$ cat config.mk
export PLATFORM = sky130hd
export DESIGN_NAME = levinson_order_sequencer
export DESIGN_NICKNAME = d
export VERILOG_FILES = /design/src/rtl/levinson_order_sequencer_pkg.sv /design/src/rtl/levinson_order_sequencer_step_watchdog.sv /design/src/rtl/levinson_order_sequencer.sv
export SDC_FILE = /design/constraint.sdc
export NUM_CORES = 1
export LEC_CHECK = 0
export BUFFER_PORTS_ARGS = -buffer_cell sky130_fd_sc_hd__buf_4
export CAP_MARGIN = 20
export CORE_MARGIN = 3
export CORE_UTILIZATION = 30
export CTS_CLUSTER_DIAMETER = 120
export DETAILED_ROUTE_END_ITERATION = 10
export GPL_TIMING_DRIVEN = 1
export SETUP_SLACK_MARGIN = 0.2
export SLEW_MARGIN = 20
export SYNTH_ARGS = -nofsm -noshare
export SYNTH_HDL_FRONTEND = slang
export SYNTH_SLANG_ARGS = --single-unit
$ cat constraint.sdc
create_clock -name iClock -period 5.13 [get_ports iClock]
set_clock_uncertainty 0.05 [all_clocks]
set_input_delay 0 -clock iClock [delete_from_list [all_inputs] [get_ports iClock]]
set_output_delay 0 -clock iClock [all_outputs]
set_load 0.05 [all_outputs]
$ cat src/rtl/levinson_order_sequencer_pkg.sv
// Shared state encoding, fault codes and float constants
// for the Levinson-Durbin order sequencer.
package levinson_order_sequencer_pkg;

   typedef enum logic [2:0] {
      S_IDLE,
      S_REQ,
      S_STEP_RST,
      S_STEP_RUN,
      S_EMIT,
      S_FILL,
      S_FINISH
   } seq_state_t;

   typedef logic [1:0] fault_t;

   localparam fault_t FAULT_OK      = 2'd0;
   localparam fault_t FAULT_DEGEN   = 2'd1;
   localparam fault_t FAULT_TIMEOUT = 2'd2;

   localparam logic [31:0] FP_ZERO_MASK = 32'h7FFFFFFF;
   localparam logic [31:0] FP_ONE       = 32'h3F800000;

   // Both +0 and -0 count as a degenerate error.
   function automatic logic fp_is_zero(input logic [31:0] f);
      return (f & FP_ZERO_MASK) == 32'd0;
   endfunction

endpackage

$ cat src/rtl/levinson_order_sequencer_step_watchdog.sv
// Loadable down-counter that flags when a step-unit run
// has used up its cycle allowance.
module levinson_order_sequencer_step_watchdog #(
   parameter int TIMEOUT = 64
) (
   input  logic iClock,
   input  logic iReset,
   input  logic load,
   input  logic tick,
   output logic expired
);

   localparam int CW = (TIMEOUT > 2) ? $clog2(TIMEOUT) : 1;
   localparam logic [CW-1:0] LOAD_VAL = CW'(TIMEOUT - 1);

   logic [CW-1:0] count;

   always_ff @(posedge iClock) begin
      if (iReset)
         count <= '0;
      else if (load)
         count <= LOAD_VAL;
      else if (tick && !expired)
         count <= count - 1'b1;
   end

   assign expired = (count == '0);

endmodule

$ cat src/rtl/levinson_order_sequencer.sv
// Walks the LPC order index, fetching alpha and running the
// K/error step unit once per order, streaming K values out.
module levinson_order_sequencer
   import levinson_order_sequencer_pkg::*;
#(
   parameter int MAX_ORDER    = 32,
   parameter int ORDER_W      = 6,
   parameter int STEP_TIMEOUT = 64
) (
   input  logic               iClock,
   input  logic               iReset,
   input  logic               iStart,
   input  logic [ORDER_W-1:0] iOrder,
   input  logic [31:0]        iError0,
   output logic               oAlphaReq,
   output logic [ORDER_W-1:0] oAlphaIdx,
   input  logic               iAlphaValid,
   input  logic [31:0]        iAlpha,
   output logic               oStepReset,
   output logic               oStepEnable,
   output logic [31:0]        oStepAlpha,
   output logic [31:0]        oStepError,
   input  logic               iStepDone,
   input  logic [31:0]        iStepK,
   input  logic [31:0]        iStepError,
   output logic               oKValid,
   output logic [ORDER_W-1:0] oKIdx,
   output logic [31:0]        oK,
   output logic [31:0]        oError,
   output logic               oBusy,
   output logic               oDone,
   output logic [1:0]         oFault
);

   localparam logic [ORDER_W-1:0] MAX_O   = ORDER_W'(MAX_ORDER);
   localparam logic [ORDER_W-1:0] IDX_ONE = ORDER_W'(1);

   seq_state_t state, state_nx;

   logic [ORDER_W-1:0] order, m, order_in;
   logic [31:0] err, alpha, k_lat, err_lat;
   fault_t fault;
   logic last, step_rst;
   logic wd_load, wd_tick, wd_expired;

   assign order_in = (iOrder > MAX_O) ? MAX_O : iOrder;
   assign last     = (m == order - IDX_ONE);

   levinson_order_sequencer_step_watchdog #(
      .TIMEOUT (STEP_TIMEOUT)
   ) u_watchdog (
      .iClock  (iClock),
      .iReset  (iReset),
      .load    (wd_load),
      .tick    (wd_tick),
      .expired (wd_expired)
   );

   always_ff @(posedge iClock) begin
      if (iReset)
         state <= S_IDLE;
      else
         state <= state_nx;
   end

   always_comb begin
      state_nx    = state;
      oAlphaReq   = 1'b0;
      oAlphaIdx   = '0;
      step_rst    = 1'b0;
      oStepEnable = 1'b0;
      oKValid     = 1'b0;
      oKIdx       = '0;
      oK          = '0;
      oDone       = 1'b0;
      oError      = '0;
      oFault      = FAULT_OK;
      wd_load     = 1'b0;
      wd_tick     = 1'b0;
      unique case (state)
         S_IDLE: begin
            if (iStart) begin
               if (order_in == '0)
                  state_nx = S_FINISH;
               else if (fp_is_zero(iError0))
                  state_nx = S_FILL;
               else
                  state_nx = S_REQ;
            end
         end
         S_REQ: begin
            oAlphaReq = 1'b1;
            oAlphaIdx = m;
            if (iAlphaValid)
               state_nx = S_STEP_RST;
         end
         S_STEP_RST: begin
            step_rst = 1'b1;
            wd_load  = 1'b1;
            state_nx = S_STEP_RUN;
         end
         S_STEP_RUN: begin
            oStepEnable = 1'b1;
            wd_tick     = 1'b1;
            // A done arriving on the last allowed cycle still counts.
            if (iStepDone)
               state_nx = S_EMIT;
            else if (wd_expired)
               state_nx = S_FILL;
         end
         S_EMIT: begin
            oKValid = 1'b1;
            oKIdx   = m;
            oK      = k_lat;
            if (last)
               state_nx = S_FINISH;
            else if (fp_is_zero(err_lat))
               state_nx = S_FILL;
            else
               state_nx = S_REQ;
         end
         S_FILL: begin
            oKValid = 1'b1;
            oKIdx   = m;
            if (last)
               state_nx = S_FINISH;
         end
         S_FINISH: begin
            oDone    = 1'b1;
            oError   = err;
            oFault   = fault;
            state_nx = S_IDLE;
         end
         default: state_nx = S_IDLE;
      endcase
   end

   always_ff @(posedge iClock) begin
      if (iReset) begin
         order   <= '0;
         m       <= '0;
         err     <= '0;
         alpha   <= '0;
         k_lat   <= '0;
         err_lat <= '0;
         fault   <= FAULT_OK;
      end else begin
         unique case (state)
            S_IDLE: begin
               if (iStart) begin
                  order <= order_in;
                  err   <= iError0;
                  m     <= '0;
                  if (order_in != '0 && fp_is_zero(iError0))
                     fault <= FAULT_DEGEN;
                  else
                     fault <= FAULT_OK;
               end
            end
            S_REQ: begin
               if (iAlphaValid)
                  alpha <= iAlpha;
            end
            S_STEP_RUN: begin
               if (iStepDone) begin
                  k_lat   <= iStepK;
                  err_lat <= iStepError;
               end else if (wd_expired) begin
                  fault <= FAULT_TIMEOUT;
               end
            end
            S_EMIT: begin
               err <= err_lat;
               // A degenerate error starts the fill at the next index.
               if (!last) begin
                  m <= m + IDX_ONE;
                  if (fp_is_zero(err_lat))
                     fault <= FAULT_DEGEN;
               end
            end
            S_FILL: begin
               if (!last)
                  m <= m + IDX_ONE;
            end
            default: ;
         endcase
      end
   end

   assign oStepReset = iReset | step_rst;
   assign oBusy      = (state != S_IDLE);
   assign oStepAlpha = alpha;
   assign oStepError = err;

endmodule

After elaboration in Yosys (flattened, before gate mapping)
Cells that the tools add are included.

word-level totals
  flip-flop bits (word level) = 151
  word-level logic and storage cells = 87

cells by class
  add/subtract/negate cells = 3
  magnitude comparators = 1
  eq/ne operators = 16
  mux-type cells = 35
  bitwise gates (word level) = 1
  reduce and logical (&&, ||, !) cells = 22

operators by type and width
  cell                                                  count
  two-way mux 32 bit                                    3
  logical NOT 32 bit                                    2
  case mux 32 bit (2 select lines)                      1
  two-way mux 6 bit                                     7
  two-way mux 3 bit                                     9
  case mux 3 bit (6 select lines)                       1
  inequality test 2 bit (second input constant)         7
  logical NOT 6 bit                                     2
  two-way mux 2 bit                                     6
  case mux 6 bit (2 select lines)                       1
  subtractor 6 x 1 -> 6 bit (second input constant)     2
  equality test 3 bit (second input constant)           3
  AND reduction 2 bit                                   4
  adder 6 x 1 -> 6 bit (second input constant)          1
  equality test 3 x 2 -> 1 bit (second input constant)  2
  equality test 6 bit                                   1
  > comparator 6 bit (second input constant)            1
  two-way mux 1 bit                                     6
  case mux 2 bit (3 select lines)                       1
  AND reduction 6 bit                                   1
  nonzero test 2 bit                                    3
  nonzero test 3 bit                                    2
  nonzero test 6 bit                                    1
  AND reduction 4 bit                                   1
  other kinds (9)                                       10

Longest topological paths before layout
Gate-level depths: netlist (run 1).

  depth after elaboration = 7
  depth in mapped cells = 8
  mapped depth without buffers = 7

Modules after synthesis
Synthesis (run 1) repeated with hierarchy kept, for this count alone.

second synthesis, totals
  cell total of the unflattened synthesis = 901
  area, all modules = 6831.6 µm²

modules (own cells, without submodules)
  module                                  times used  cells an instance  area an instance (µm²)
  levinson_order_sequencer                1           858                6431.2
  levinson_order_sequencer_step_watchdog  1           43                 400.4

Worst setup path before layout (run 1)
Ideal clock, no wire load.

  path kind = reg2reg
  start = reg state[0]
  end = reg alpha[2], in the netlist oStepAlpha[2]
  setup time = 0.070 ns
  arrival = 2.197 ns
  data required time = 5.010 ns
  setup slack = 2.813 ns
  cell stages (with the launch flop) = 9
  path buffers = 3
  path through = dfxtp_1 -> buf_2 -> nand2b_1 -> nor2_1 -> and2_1 -> clkbuf_1 -> clkbuf_1 -> nand2_1 -> a21oi_1

between the ends
  longest elaborated chain between the ends = 2

RTL lines
  item                           line                             RTL
  from (decl)                    levinson_order_sequencer.sv:38   seq_state_t state, state_nx;
  from (signal assigned)         levinson_order_sequencer.sv:63   state <= state_nx;
  equality test 3 x 1 -> 1 bit   levinson_order_sequencer.sv:148  unique case (state)
  AND reduction 2 bit (no line)  n/a
  to (signal assigned)           levinson_order_sequencer.sv:162  alpha <= iAlpha;
  to (decl)                      levinson_order_sequencer.sv:41   logic [31:0] err, alpha, k_lat, err_lat;

Every way passes these cells.
A chain may end at the register's enable or synchronous reset.

Final worst setup path (run 1)
  start = reg state[0]
  end = out oError[11]

between the ends
  longest elaborated chain between the ends = 2

RTL lines
  item                 line                            RTL
  equality test 3 bit  levinson_order_sequencer.sv:80  unique case (state)
  two-way mux 32 bit   levinson_order_sequencer.sv:80
  to (decl)            levinson_order_sequencer.sv:29  output logic [31:0] oError,

Every way passes these cells.

==> results summary, run 1 <==
The flow ran to the end, and the final reports show no timing, DRC or antenna violations. After detailed routing, the average wire length per cell comes to between 15 and 20 µm. The final hold violation count is 0. The number of nets handed over by synthesis was about 1.0k.

The total I/O pin count came out at 287. STA puts the critical path data required time at about 5100 ps. The critical-path maximum fanout came out at 38. The pin count of the biggest net entering global routing is 89. The total power divided by cell area came out at 287 nW/µm². The smallest setup slack after layout is about 2300 ps. Leaving out fill and tap cells, the most frequent cells in the layout are sky130_fd_sc_hd__buf_4, sky130_fd_sc_hd__nand2_1, sky130_fd_sc_hd__dfxtp_1, sky130_fd_sc_hd__dlygate4sd3_1, sky130_fd_sc_hd__a21oi_1.

Setup repair after global routing left no endpoint under its margin. After the first detailed-routing iteration, the DRC count stood at 406. The post-synthesis cell count came out at just under 900. The total number of vias is about 7.5k.

The worst slew margin relative to its limit is 31.8%. The post-CTS setup repair buffer count is 0. The count of TritonRoute iterations in the first routing pass came out at 5.

The cell family contributing the most delay on the critical path is buffers and inverters. Clock-pin slew was measured on the worst setup and hold paths at 60 ps. In this run, synthesis inferred 0 flip-flops with an integrated enable. The net count reported at finish is around 1.4k. The share of synthesized registers carrying an async set or reset is 0%. The static leakage power came out at roughly 4.8 nW.

The count of cells resized by post-cts repair is 0. The total overflow reported by the global router came out at 0. In the synthesized netlist the dominant register cell turns out to be sky130_fd_sc_hd__dfxtp_1.

The adder and majority cell fraction of the synthesized area is less than 1%. The worst setup path is launched from a register. The port buffer count is roughly 290.

The max-slew violation count is 0. The arrival time of the worst setup path is about 2800 ps. The worst setup path is of the reg -> out kind. Traced cell by cell, the critical path runs through inv_1, and3_2, and2_1, buf_4. The longest clock path from root to sink contains 2 buffers. The number of clock sinks seen by CTS is 151. The vertical die dimension is approximately 160 µm.

The initial core utilization came out at 30.8%. The simple-gate share of the synthesized area came out at approximately a third. The most frequent standard cell in the layout excluding fill and tap cells is sky130_fd_sc_hd__buf_4.

The source-to-sink clock delay at the later pin of the worst-skew pair came out at between 400 and 500 ps. STA classifies the critical path endpoint as an output pin. The share of the Yosys chip area taken by registers is between 40% and 50%. The via count of the first global-routing pass is about 7.3k. TritonCTS built the clock tree. The share of final-layout standard cells stronger than drive strength 1 came out at roughly a quarter. The largest vdd supply drop came out at roughly 0.22 mV. The floorplan core area came out at 22000 µm². The setup slack of the most critical reg-to-reg path is about 2700 ps. From synthesis to final layout, the design area changed by 62.8%. The average via count per standard cell is about 4.8. The number of antenna violations at the first check in global routing was 0. The all-layer global routing usage is about 19%. The H-tree depth is 4. The average instance in the mapped netlist occupies around 7.6 µm². The largest incremental delay on the critical path is 790 ps. The synthesis-stage register bit count came out at approximately 150. The remaining number of nets flagged by the antenna check after routing came out at 0. After legalization and detailed placement, the total HPWL measured 16.1 mm. The wire length reported by the detailed router came out at 24.2 mm. Summing the areas of all xor and xnor instances in the mapped netlist gives 1.56% of the synthesized area. Setup violations remaining at the end of the flow were counted as 0. At the end of routability-driven placement, the weighted congestion stood at 0.765. Yosys mapped the design onto 47 distinct sky130hd cell types. The slowest cell on the critical path is sky130_fd_sc_hd__inv_1. The number of buffers created by CTS came out at 17.

The warning count from the yosys run came out at 0. The number of standard-cell rows in the floorplan came out at 54. The multiplexer share of the synthesized area is 0.815%. Once layout is complete, the utilization of the core stands at between 50% and 60%. The die area is approximately 24000 µm². In the final timing run, aggregate negative setup slack is 0 ps. The number of DRC violations after detailed routing is 0. The tightest min-delay check is of the in -> reg type.

The final critical path takes up 55.7% of the cycle. The number of max-capacitance violations reported is 0. Static timing analysis puts the maximum clock frequency at 350 MHz. The root buffer cell is sky130_fd_sc_hd__clkbuf_16. The final critical delay including setup and external delays is approximately 2900 ps. In this run the horizontal extent of the chip is around 160 µm. Prior to clock tree synthesis, the placed netlist has a worst setup slack of roughly 2400 ps. After synthesis, the largest family of logic cells by area is simple AND/OR/NAND/NOR gates.

The cell area that synthesis handed to floorplanning was 6760 µm². The global-route wire length before repair is around 38 mm. The tightest hold margin came out at 85.6 ps.

The compound-cell area share of the yosys netlist is ~16%. The slew of the pin with the lowest slew margin is between 1000 and 1500 ps. The buffering stage count on the worst path with inverters included came out at 2.
==> Yosys cell counts, drive strengths merged (2+ instances only) <==
cell type / n / area, µm²
nand2: 276 / 1040
dfxtp: 151 / 3020
a21oi: 119 / 607
clkbuf: 62 / 233
and2: 48 / 300
nor2: 47 / 176
and3: 36 / 225
a311oi: 33 / 289
nor4: 15 / 93.8
inv: 13 / 48.8
nand3: 8 / 40.0
nor3: 7 / 35.0
buf: 6 / 48.8
nand3b: 6 / 45.0
nand4: 6 / 37.5
o21ai: 6 / 30.0
xnor2: 6 / 52.6
xor2: 6 / 52.6
ha: 4 / 50.1
mux2i: 4 / 40.0
or3: 4 / 30.0
o31a: 3 / 27.5
or4: 3 / 26.3
a211oi: 2 / 15.0
and4: 2 / 17.5
nand2b: 2 / 12.5
nor4b: 2 / 17.5
o211ai: 2 / 15.0
==> worst paths after layout <==
path,to,startpoint,cells after the start
max,oError[11],state[0],4
min,state[0],iStart,6
max reg2reg,state[0],order[0],7
min reg2reg,k_lat[29],k_lat[29],2
==> cell type report <==
cell class / count / area [µm²]
inverters: 13 / 48.8
flip-flops and latches: 151 / 3020
clock buffers: 21 / 460
multi-input cells: 661 / 3430
well taps: 280 / 350
diodes: 1 / 2.50
fillers: 2142 / 11000
clock inverters: 11 / 114
repair buffers: 430 / 3570
==> logic make-up (layout without fill, tap and decap cells) <==
group	Yosys count	in the layout
compound gates	174	174
xor+xnor	12	12
fa+ha+maj	4	4
buf+inv	81	475
flops	151	151
mux	5	5
other cells	0	1
simple gates	466	466
==> registers in the layout, summed over array words and instances, names as in the netlist, 3 cells and up <==
name	cells
err_lat	32
k_lat	32
m	6
oStepAlpha	32
oStepError	32
order	6
state	3
u_watchdog.count	6
==> what timing repair did <==
item,in CTS,in global routing
endpoints found under the hold margin,135,0
setup endpoints to repair,0,0
hold buffers,136,0
==> worst reg2reg max path, stage by stage, from the launching register on <==
cell and delay, ps:
sky130_fd_sc_hd__dfxtp_1 350, sky130_fd_sc_hd__inv_1 70, sky130_fd_sc_hd__ha_1 200, sky130_fd_sc_hd__or3b_2 450, sky130_fd_sc_hd__a211oi_1 290, sky130_fd_sc_hd__and4_1 470
sky130_fd_sc_hd__a21oi_4 120, sky130_fd_sc_hd__o31a_2 350
==> metrics by stage <==
stage | cells | cell area (µm²) | total power [mW]
CTS | 1567 | 11000 | 3.20
global route | 1567 | 11000 | 3.31
finish | 1568 | 11000 | 3.16
floorplan | 893 | 6760 | 1.65
global placement | 1399 | 9050 | 1.87
detailed placement | 1399 | 9050 | 1.88
==> metal layers <==
| metal | vias to the layer above | share of wire [%] | GRT usage (%) |
|---|---|---|---|
| li1 | 3777 | - | - |
| met1 | 3483 | 43 | 24.5 |
| met2 | 219 | 49 | 32.9 |
| met3 | 32 | 5.1 | 4.05 |
| met4 | 0 | 2.1 | 5.85 |
| met5 | - | 0 | 0 |
==> power by group <==
part           leakage [nW]  switching [mW]  internal, mW
Sequential             1.23          0.0513          1.23
Combinational          3.27           0.379         0.273
Clock                 0.271           0.524         0.703
Total                  4.76           0.954          2.21
Power figures use the tool's default switching activity.
==> run 2, diff against run 1 <==
clock period = 3 ns   (was 5.13 ns; I/O delays follow)
==> results summary, run 2 (synthesis results as in run 1) <==
The die extent in x is 156 µm (unchanged). The count of cells resized by post-cts repair is 0 (unchanged). The critical-path maximum fanout came out at 8 (was 38). The smallest clock period supported by the final layout is computed as roughly 2400 ps.

The count of TritonRoute iterations in the first routing pass came out at 5 (unchanged). The count of inserted antenna diode cells was 0 (was 1). The worst slew margin relative to its limit came out at 42.0% (was 31.8%).

The number of max-capacitance violations reported is 0 (unchanged). The initial core utilization came out at 30.8% (unchanged). The highest attainable clock frequency came out at roughly 410 MHz. The detail-routed net length per standard cell is 15.4 µm (about the same). The switching share of power is 30.9% (was 30.2%).

The port buffer count is 286 (unchanged). The most frequent standard cell in the layout excluding fill and tap cells was sky130_fd_sc_hd__buf_4 (unchanged). The post-CTS setup repair buffer count is 0 (unchanged). The total power divided by cell area came to 490 nW/µm² (was 287 nW/µm²). The cts-stage hold buffer count is 135 (was 136). The wire length reported by the detailed router came to 24.3 mm (was 24.2 mm). The via count of the first global-routing pass is 7340 (was 7338). The sequential share of power came to 40.4% (was 40.6%).

The vertical die dimension is 156 µm (unchanged). Cells along the critical path: inv_1, ha_1, or3b_2, a211oi_1, and4_1, a21oi_4, o31a_2 (was inv_1, and3_2, and2_1, buf_4). The net count reported at finish came to 1424 (was 1417). The share of total power in the clock network is 38.8% (about the same). Unrepaired setup endpoints after global routing: false (unchanged). The number of DRC violations after detailed routing is 0 (unchanged). The buffering stage count on the worst path with inverters included came out at 1 (was 2). The floorplan core area was 22000 µm² (unchanged).

The average via count per standard cell came out at 4.78 (was 4.79). The H-tree depth is 4 (unchanged). The slew of the pin with the lowest slew margin came out at 870 ps (was 1020 ps). The arrival time of the worst setup path came out at 2680 ps (was 2810 ps). The total I/O pin count was 287 (unchanged). Commonest non-fill, non-tap cells in the layout: sky130_fd_sc_hd__buf_4, sky130_fd_sc_hd__nand2_1, sky130_fd_sc_hd__dfxtp_1, sky130_fd_sc_hd__dlygate4sd3_1, sky130_fd_sc_hd__a21oi_1 (unchanged). The total cell area at the placement stage was 9130 µm² (was 9050 µm²).

The remaining number of nets flagged by the antenna check after routing is 0 (unchanged). The capturing element type of the critical path was a register (was output pin). The static leakage power is 4.81 nW (was 4.76 nW). The post-route core utilization is 50.3% (was 50.1%). The total number of vias is 7521 (was 7511). Run status: finished clean (unchanged). The slowest cell on the critical path is sky130_fd_sc_hd__and4_1 (was sky130_fd_sc_hd__inv_1). The largest vdd supply drop came out at 0.353 mV (was 0.218 mV). The combinational power share came out at 20.9% (was 20.6%).

The total chip power came out at 5.42 mW (was 3.16 mW). The final design instance area without fill came out at 11100 µm² (was 11000 µm²). The aggregate negative setup slack came out at 0 ps (unchanged). The largest incremental delay on the critical path came out at 460 ps (was 790 ps).

The global-route wire length before repair is 37.7 mm (was 38.0 mm). The critical path required time is 3250 ps (was 5080 ps). The clock edge transition at the registers on the reported setup and hold paths is 70 ps (was 60 ps). The all-layer global routing usage came to 19.1% (was 19.3%). The source-to-sink clock delay at the later pin of the worst-skew pair is 420 ps (about the same).

The die area came to 24400 µm² (unchanged). The sum of net half-perimeters after detailed placement came out at 16.1 mm (about the same). The root buffer cell was sky130_fd_sc_hd__clkbuf_16 (unchanged).

The kind of start point of the critical path is a register (unchanged). The area overhead of the layout relative to synthesis is 63.6% (was 62.8%). The switching power summed over all nets is 1.68 mW (was 0.954 mW).

The number of clock sinks seen by CTS is 151 (unchanged). The number of antenna violations at the first check in global routing came out at 0 (unchanged). The pin count of the biggest net entering global routing came out at 75 (was 89). The CTS tree is yes (unchanged). The count of routing violations after the opening detailed-route iteration was 394 (was 406). The count of endpoints failing setup in the final report came out at 0 (unchanged). The internal portion of total power was 3.74 mW (was 2.21 mW). The max-slew violation count came out at 0 (unchanged). The cell type group with the largest total delay on the critical path is simple AND/OR/NAND/NOR gates (was buffers and inverters). The final hold violation count came out at 0 (unchanged). The worst setup path category is reg -> reg (was reg -> out). The global placer's final weighted congestion came out at 0.791 (was 0.765). The number of standard-cell rows in the floorplan came out at 54 (unchanged). The class of the worst hold path is in -> reg (unchanged). The total overflow reported by the global router came out at 0 (unchanged).

The buffer levels on the longest clock path came out at 2 (unchanged). The share of final-layout standard cells stronger than drive strength 1 is 26.7% (was 26.3%). The number of buffers created by CTS was 17 (unchanged). The post-route clock period utilization is just over 80%.
==> run 2: cell count changes in the layout (fill, tap and decap cells not counted), moves of 2 or more <==
cell | before | now
sky130_fd_sc_hd__buf_4 | 294 | 300
sky130_fd_sc_hd__inv_8 | 0 | 2
sky130_fd_sc_hd__buf_12 | 0 | 2
sky130_fd_sc_hd__clkinv_2 | 0 | 3
sky130_fd_sc_hd__clkbuf_1 | 2 | 0
sky130_fd_sc_hd__clkbuf_8 | 2 | 0
==> run 2: cell type report <==
class / instances / area, µm²
fillers: 2134 / 10900
flip-flops and latches: 151 / 3020
inverters: 13 / 48.8
multi-input cells: 661 / 3420
repair buffers: 437 / 3640
clock inverters: 15 / 144
well taps: 280 / 350
clock buffers: 17 / 425
==> run 2: path summary, 6_finish.rpt <==
kind              endpoint  startpoint  slack [ps]  cells past startpoint
hold / removal    state[0]      iStart          90                      6
setup reg to reg  state[0]    order[0]         580                      7
setup / recovery  state[0]    order[0]         580                      7
hold reg to reg   k_lat[5]    k_lat[5]         400                      2
==> run 2: worst min-delay path, delay by kind of cell <==
kind                   cells  cell delay [ps]
AO/OA/AOI/OAI              2              230
AND/OR/NAND/NOR            3              180
buffers and inverters      1              120
==> run 2: per-layer routing <==
layer  share of wire [%]  up-vias  track usage (%)
li1                    -     3786                -
met1                  44     3499             24.2
met2                  49      204             32.7
met3                 4.7       32             3.77
met4                 2.0        0             6.14
met5                   0        -                0
==> run 2: power by group through the flow <==
stage	clock, mW	combinational [mW]	sequential (mW)
floorplan	0	0.389	2.43
global placement	0	0.981	2.23
detailed placement	0	0.988	2.23
CTS	2.15	1.13	2.19
global route	2.24	1.22	2.20
finish	2.10	1.13	2.19
==> run 2: metrics by stage <==
step | instances | hold WS [ps] | setup WS (ps)
2_1_floorplan | 893 | 86.0 | 683
3_3_place_gp | 1407 | 196 | 601
3_5_place_dp | 1407 | 204 | 588
4_1_cts | 1574 | 74.0 | 576
5_1_grt | 1574 | 107 | 395
6_report | 1574 | 91.0 | 577
==> run 3, diff against run 2 <==
ABC_AREA = 1   (was not set)
clock period = 2.4 ns   (was 3 ns; I/O delays follow)
==> results summary, run 3 <==
The total number of vias came to 7852 (was 7521). The all-layer global routing usage is 19.5% (was 19.1%). The synthesis-stage register bit count is 151 (unchanged).

The H-tree depth was 4 (unchanged). The slew of the pin with the lowest slew margin is 679 ps (was 870 ps). The count of flip-flops with a built-in enable after synthesis came out at 0 (unchanged). The number of DRC violations after detailed routing came out at 0 (unchanged). The die area is 24700 µm² (was 24400 µm²). The net count reported at finish was 1512 (was 1424). The global-route wire length before repair is 38.9 mm (was 37.7 mm). The main combinational cell family by area after synthesis is compound AO/OA/AOI/OAI gates (was simple AND/OR/NAND/NOR gates).

The root buffer cell is sky130_fd_sc_hd__clkbuf_16 (unchanged). The share of synthesized registers carrying an async set or reset came to 0% (unchanged). The final critical delay including setup and external delays is 2070 ps (was 2420 ps). The simple-gate share of the synthesized area is 21.1% (was 31.5%). The global placer's final weighted congestion is 0.847 (was 0.791).

The count of routing violations after the opening detailed-route iteration was 467 (was 394). The aggregate negative setup slack is 0 ps (unchanged). The compound-cell area share of the yosys netlist was 21.7% (was 15.7%).

Synth area leaders: sky130_fd_sc_hd__dfxtp_1, sky130_fd_sc_hd__nor2_1, sky130_fd_sc_hd__a21oi_1 (was sky130_fd_sc_hd__dfxtp_1, sky130_fd_sc_hd__nand2_1, sky130_fd_sc_hd__a21oi_1). The post-synthesis cell count came to 979 (was 893). The highest attainable clock frequency is 483 MHz (was 413 MHz).

The post-route clock period utilization is 86.2% (was 80.8%). The tightest hold margin is 330 ps (was 91.0 ps). The count of filler cells inserted in the layout is 2141 (was 2134). The arrival time of the worst setup path is 2370 ps (was 2680 ps).

The max-slew violation count is 0 (unchanged). The initial core utilization is 31.0% (was 30.8%). The port buffer count came out at 286 (unchanged). The final hold violation count is 0 (unchanged). The setup slack of the most critical reg-to-reg path is 330 ps (was 580 ps).

The average via count per standard cell is 4.72 (was 4.78). The wire length reported by the detailed router is 25.0 mm (was 24.3 mm). Unrepaired setup endpoints after global routing: true (was false). The clock edge transition at the registers on the reported setup and hold paths is 60 ps (was 70 ps). The worst slew margin relative to its limit came to 54.7% (was 42.0%).

The pin count of the biggest net entering global routing was 101 (was 75). The vertical die dimension is 157 µm (was 156 µm). The cell count after placement came out at 1491 (was 1407).

The sum of net half-perimeters after detailed placement is 17.0 mm (was 16.1 mm). The net count of the mapped netlist is 1122 (was 1036). The number of clock sinks seen by CTS came out at 151 (unchanged). The class of the worst hold path is in -> reg (unchanged).

The netlist area before placement came out at 6860 µm² (was 6760 µm²). The count of different cell masters after synthesis came to 28 (was 47). The area overhead of the layout relative to synthesis came out at 64.0% (was 63.6%). The capturing element type of the critical path is a register (unchanged). The most frequent standard cell in the layout excluding fill and tap cells was sky130_fd_sc_hd__buf_4 (unchanged). The kind of start point of the critical path was a register (unchanged). The source-to-sink clock delay at the later pin of the worst-skew pair came out at 420 ps (about the same). The most frequently used cell type in the post-synthesis netlist is sky130_fd_sc_hd__nor2_1 (was sky130_fd_sc_hd__nand2_1). The critical-path maximum fanout is 33 (was 8). The count of TritonRoute iterations in the first routing pass is 5 (unchanged). The die extent in x is 157 µm (was 156 µm). The adder and majority cell fraction of the synthesized area was 0.729% (was 0.741%). The CTS tree is yes (unchanged). Ranking of synthesized cells by instance count: sky130_fd_sc_hd__nor2_1, sky130_fd_sc_hd__dfxtp_1, sky130_fd_sc_hd__inv_1 (was sky130_fd_sc_hd__nand2_1, sky130_fd_sc_hd__dfxtp_1, sky130_fd_sc_hd__a21oi_1). The total I/O pin count was 287 (unchanged). The number of standard cells in the layout, taps in and fillers out was 1664 (was 1574). The total overflow reported by the global router came out at 0 (unchanged).

The number of max-capacitance violations reported came out at 0 (unchanged). The cell type with the largest total area after synthesis is sky130_fd_sc_hd__dfxtp_1 (unchanged). The worst setup path category is reg -> reg (unchanged).

The warning count from the yosys run came out at 0 (unchanged). Run status: finished clean (unchanged). The count of endpoints failing setup in the final report came out at 0 (unchanged).

The leading register cell type out of synthesis is sky130_fd_sc_hd__dfxtp_1 (unchanged). The largest vdd supply drop is 0.421 mV (was 0.353 mV). The detail-routed net length per standard cell was 15.0 µm (was 15.4 µm).

The static leakage power came to 4.76 nW (was 4.81 nW). The buffer levels on the longest clock path came out at 2 (unchanged). The number of antenna violations at the first check in global routing is 2 (was 0). The multiplexer share of the synthesized area came out at 0% (was 0.815%). Commonest non-fill, non-tap cells in the layout: sky130_fd_sc_hd__buf_4, sky130_fd_sc_hd__nor2_1, sky130_fd_sc_hd__dfxtp_1, sky130_fd_sc_hd__dlygate4sd3_1, sky130_fd_sc_hd__inv_1 (was sky130_fd_sc_hd__buf_4, sky130_fd_sc_hd__nand2_1, sky130_fd_sc_hd__dfxtp_1, sky130_fd_sc_hd__dlygate4sd3_1, sky130_fd_sc_hd__a21oi_1). The via count of the first global-routing pass is 7619 (was 7340). The number of buffers created by CTS came out at 17 (unchanged). The xor and xnor area share after synthesis is 0.766% (was 1.56%). The total power divided by cell area came out at 837 nW/µm² (was 490 nW/µm²). The number of standard-cell rows in the floorplan came out at 54 (unchanged).

The floorplan core area is 22200 µm² (was 22000 µm²). The remaining number of nets flagged by the antenna check after routing came out at 0 (unchanged). The critical path required time is 2710 ps (was 3250 ps). The share of final-layout standard cells stronger than drive strength 1 came to 25.0% (was 26.7%). The top cell type's share of synthesized area came to 44.1% (was 44.7%). The post-synthesis area per instance came out at 7.01 µm² (was 7.57 µm²). The sequential area share after synthesis is 44.1% (was 44.7%).
==> run 3: cell count changes after synthesis, sizes merged, moves of 6 or more <==
cell | before | now
o21ai | 6 | 75
nor4 | 15 | 1
and2 | 48 | 0
a211oi | 2 | 66
inv | 13 | 142
a311oi | 33 | 0
and3 | 36 | 0
nand3 | 8 | 62
nor2 | 47 | 168
nand3b | 6 | 0
clkbuf | 62 | 40
nand2 | 276 | 111
buf | 6 | 22
==> run 3: routing by layer <==
layer,vias up,part of all wire (%),global-route usage [%]
li1,3970,-,-
met1,3578,44,24.5
met2,276,47,33.0
met3,28,7.4,5.47
met4,0,1.6,5.33
met5,-,0,0
==> run 3: final timing paths <==
check	start	endpoint	depth (start not counted)
hold / removal	iOrder[4]	order[4]	4
setup / recovery	state[1]	oStepAlpha[30]	7
setup reg to reg	state[1]	oStepAlpha[30]	7
hold reg to reg	k_lat[11]	k_lat[11]	2
==> run 3: cell families after synthesis <==
logic type | Yosys count
compound gates | 262
buf+inv | 206
flops | 151
xor+xnor | 6
simple gates | 350
fa+ha+maj | 4
==> run 3: layout make-up <==
type / instances / area, µm² / share of cell area (%)
diodes: 2 / 5.00 / 0.0445
clock buffers: 19 / 433 / 3.85
clock inverters: 13 / 195 / 1.73
inverters: 144 / 543 / 4.82
multi-input cells: 622 / 3060 / 27.2
flip-flops and latches: 151 / 3020 / 26.9
well taps: 280 / 350 / 3.11
repair buffers: 433 / 3640 / 32.4
==> run 3: timing repair <==
action,4_1_cts,5_1_grt
resized for setup,0,5
setup buffers,0,0
hold buffers,139,0
endpoints found under the hold margin,135,0
setup endpoints to repair,0,9
==> run 3: critical path, stage by stage (launching register included) <==
cell	delay, ps
sky130_fd_sc_hd__dfxtp_1	370
sky130_fd_sc_hd__nor2_1	200
sky130_fd_sc_hd__nand2_2	180
sky130_fd_sc_hd__inv_2	110
sky130_fd_sc_hd__buf_6	250
sky130_fd_sc_hd__nand3_1	100
sky130_fd_sc_hd__a21oi_1	150
sky130_fd_sc_hd__dlygate4sd3_1	590
==> run 3: power by group <==
group	switching [mW]	internal, mW
Clock	1.12	1.76
Sequential	0.227	2.87
Combinational	2.28	1.15
==> run 3: per-stage QoR <==
stage / worst slack, ps / util (%) / power, mW / instance area (µm²)
CTS: 224 / 50.7 / 9.49 / 11200
global placement: 516 / 41.6 / 6.34 / 9220
finish: 331 / 50.8 / 9.42 / 11300
floorplan: 139 / - / 5.33 / 6870
detailed placement: 482 / 41.6 / 6.37 / 9220
global route: 145 / 50.8 / 9.93 / 11300
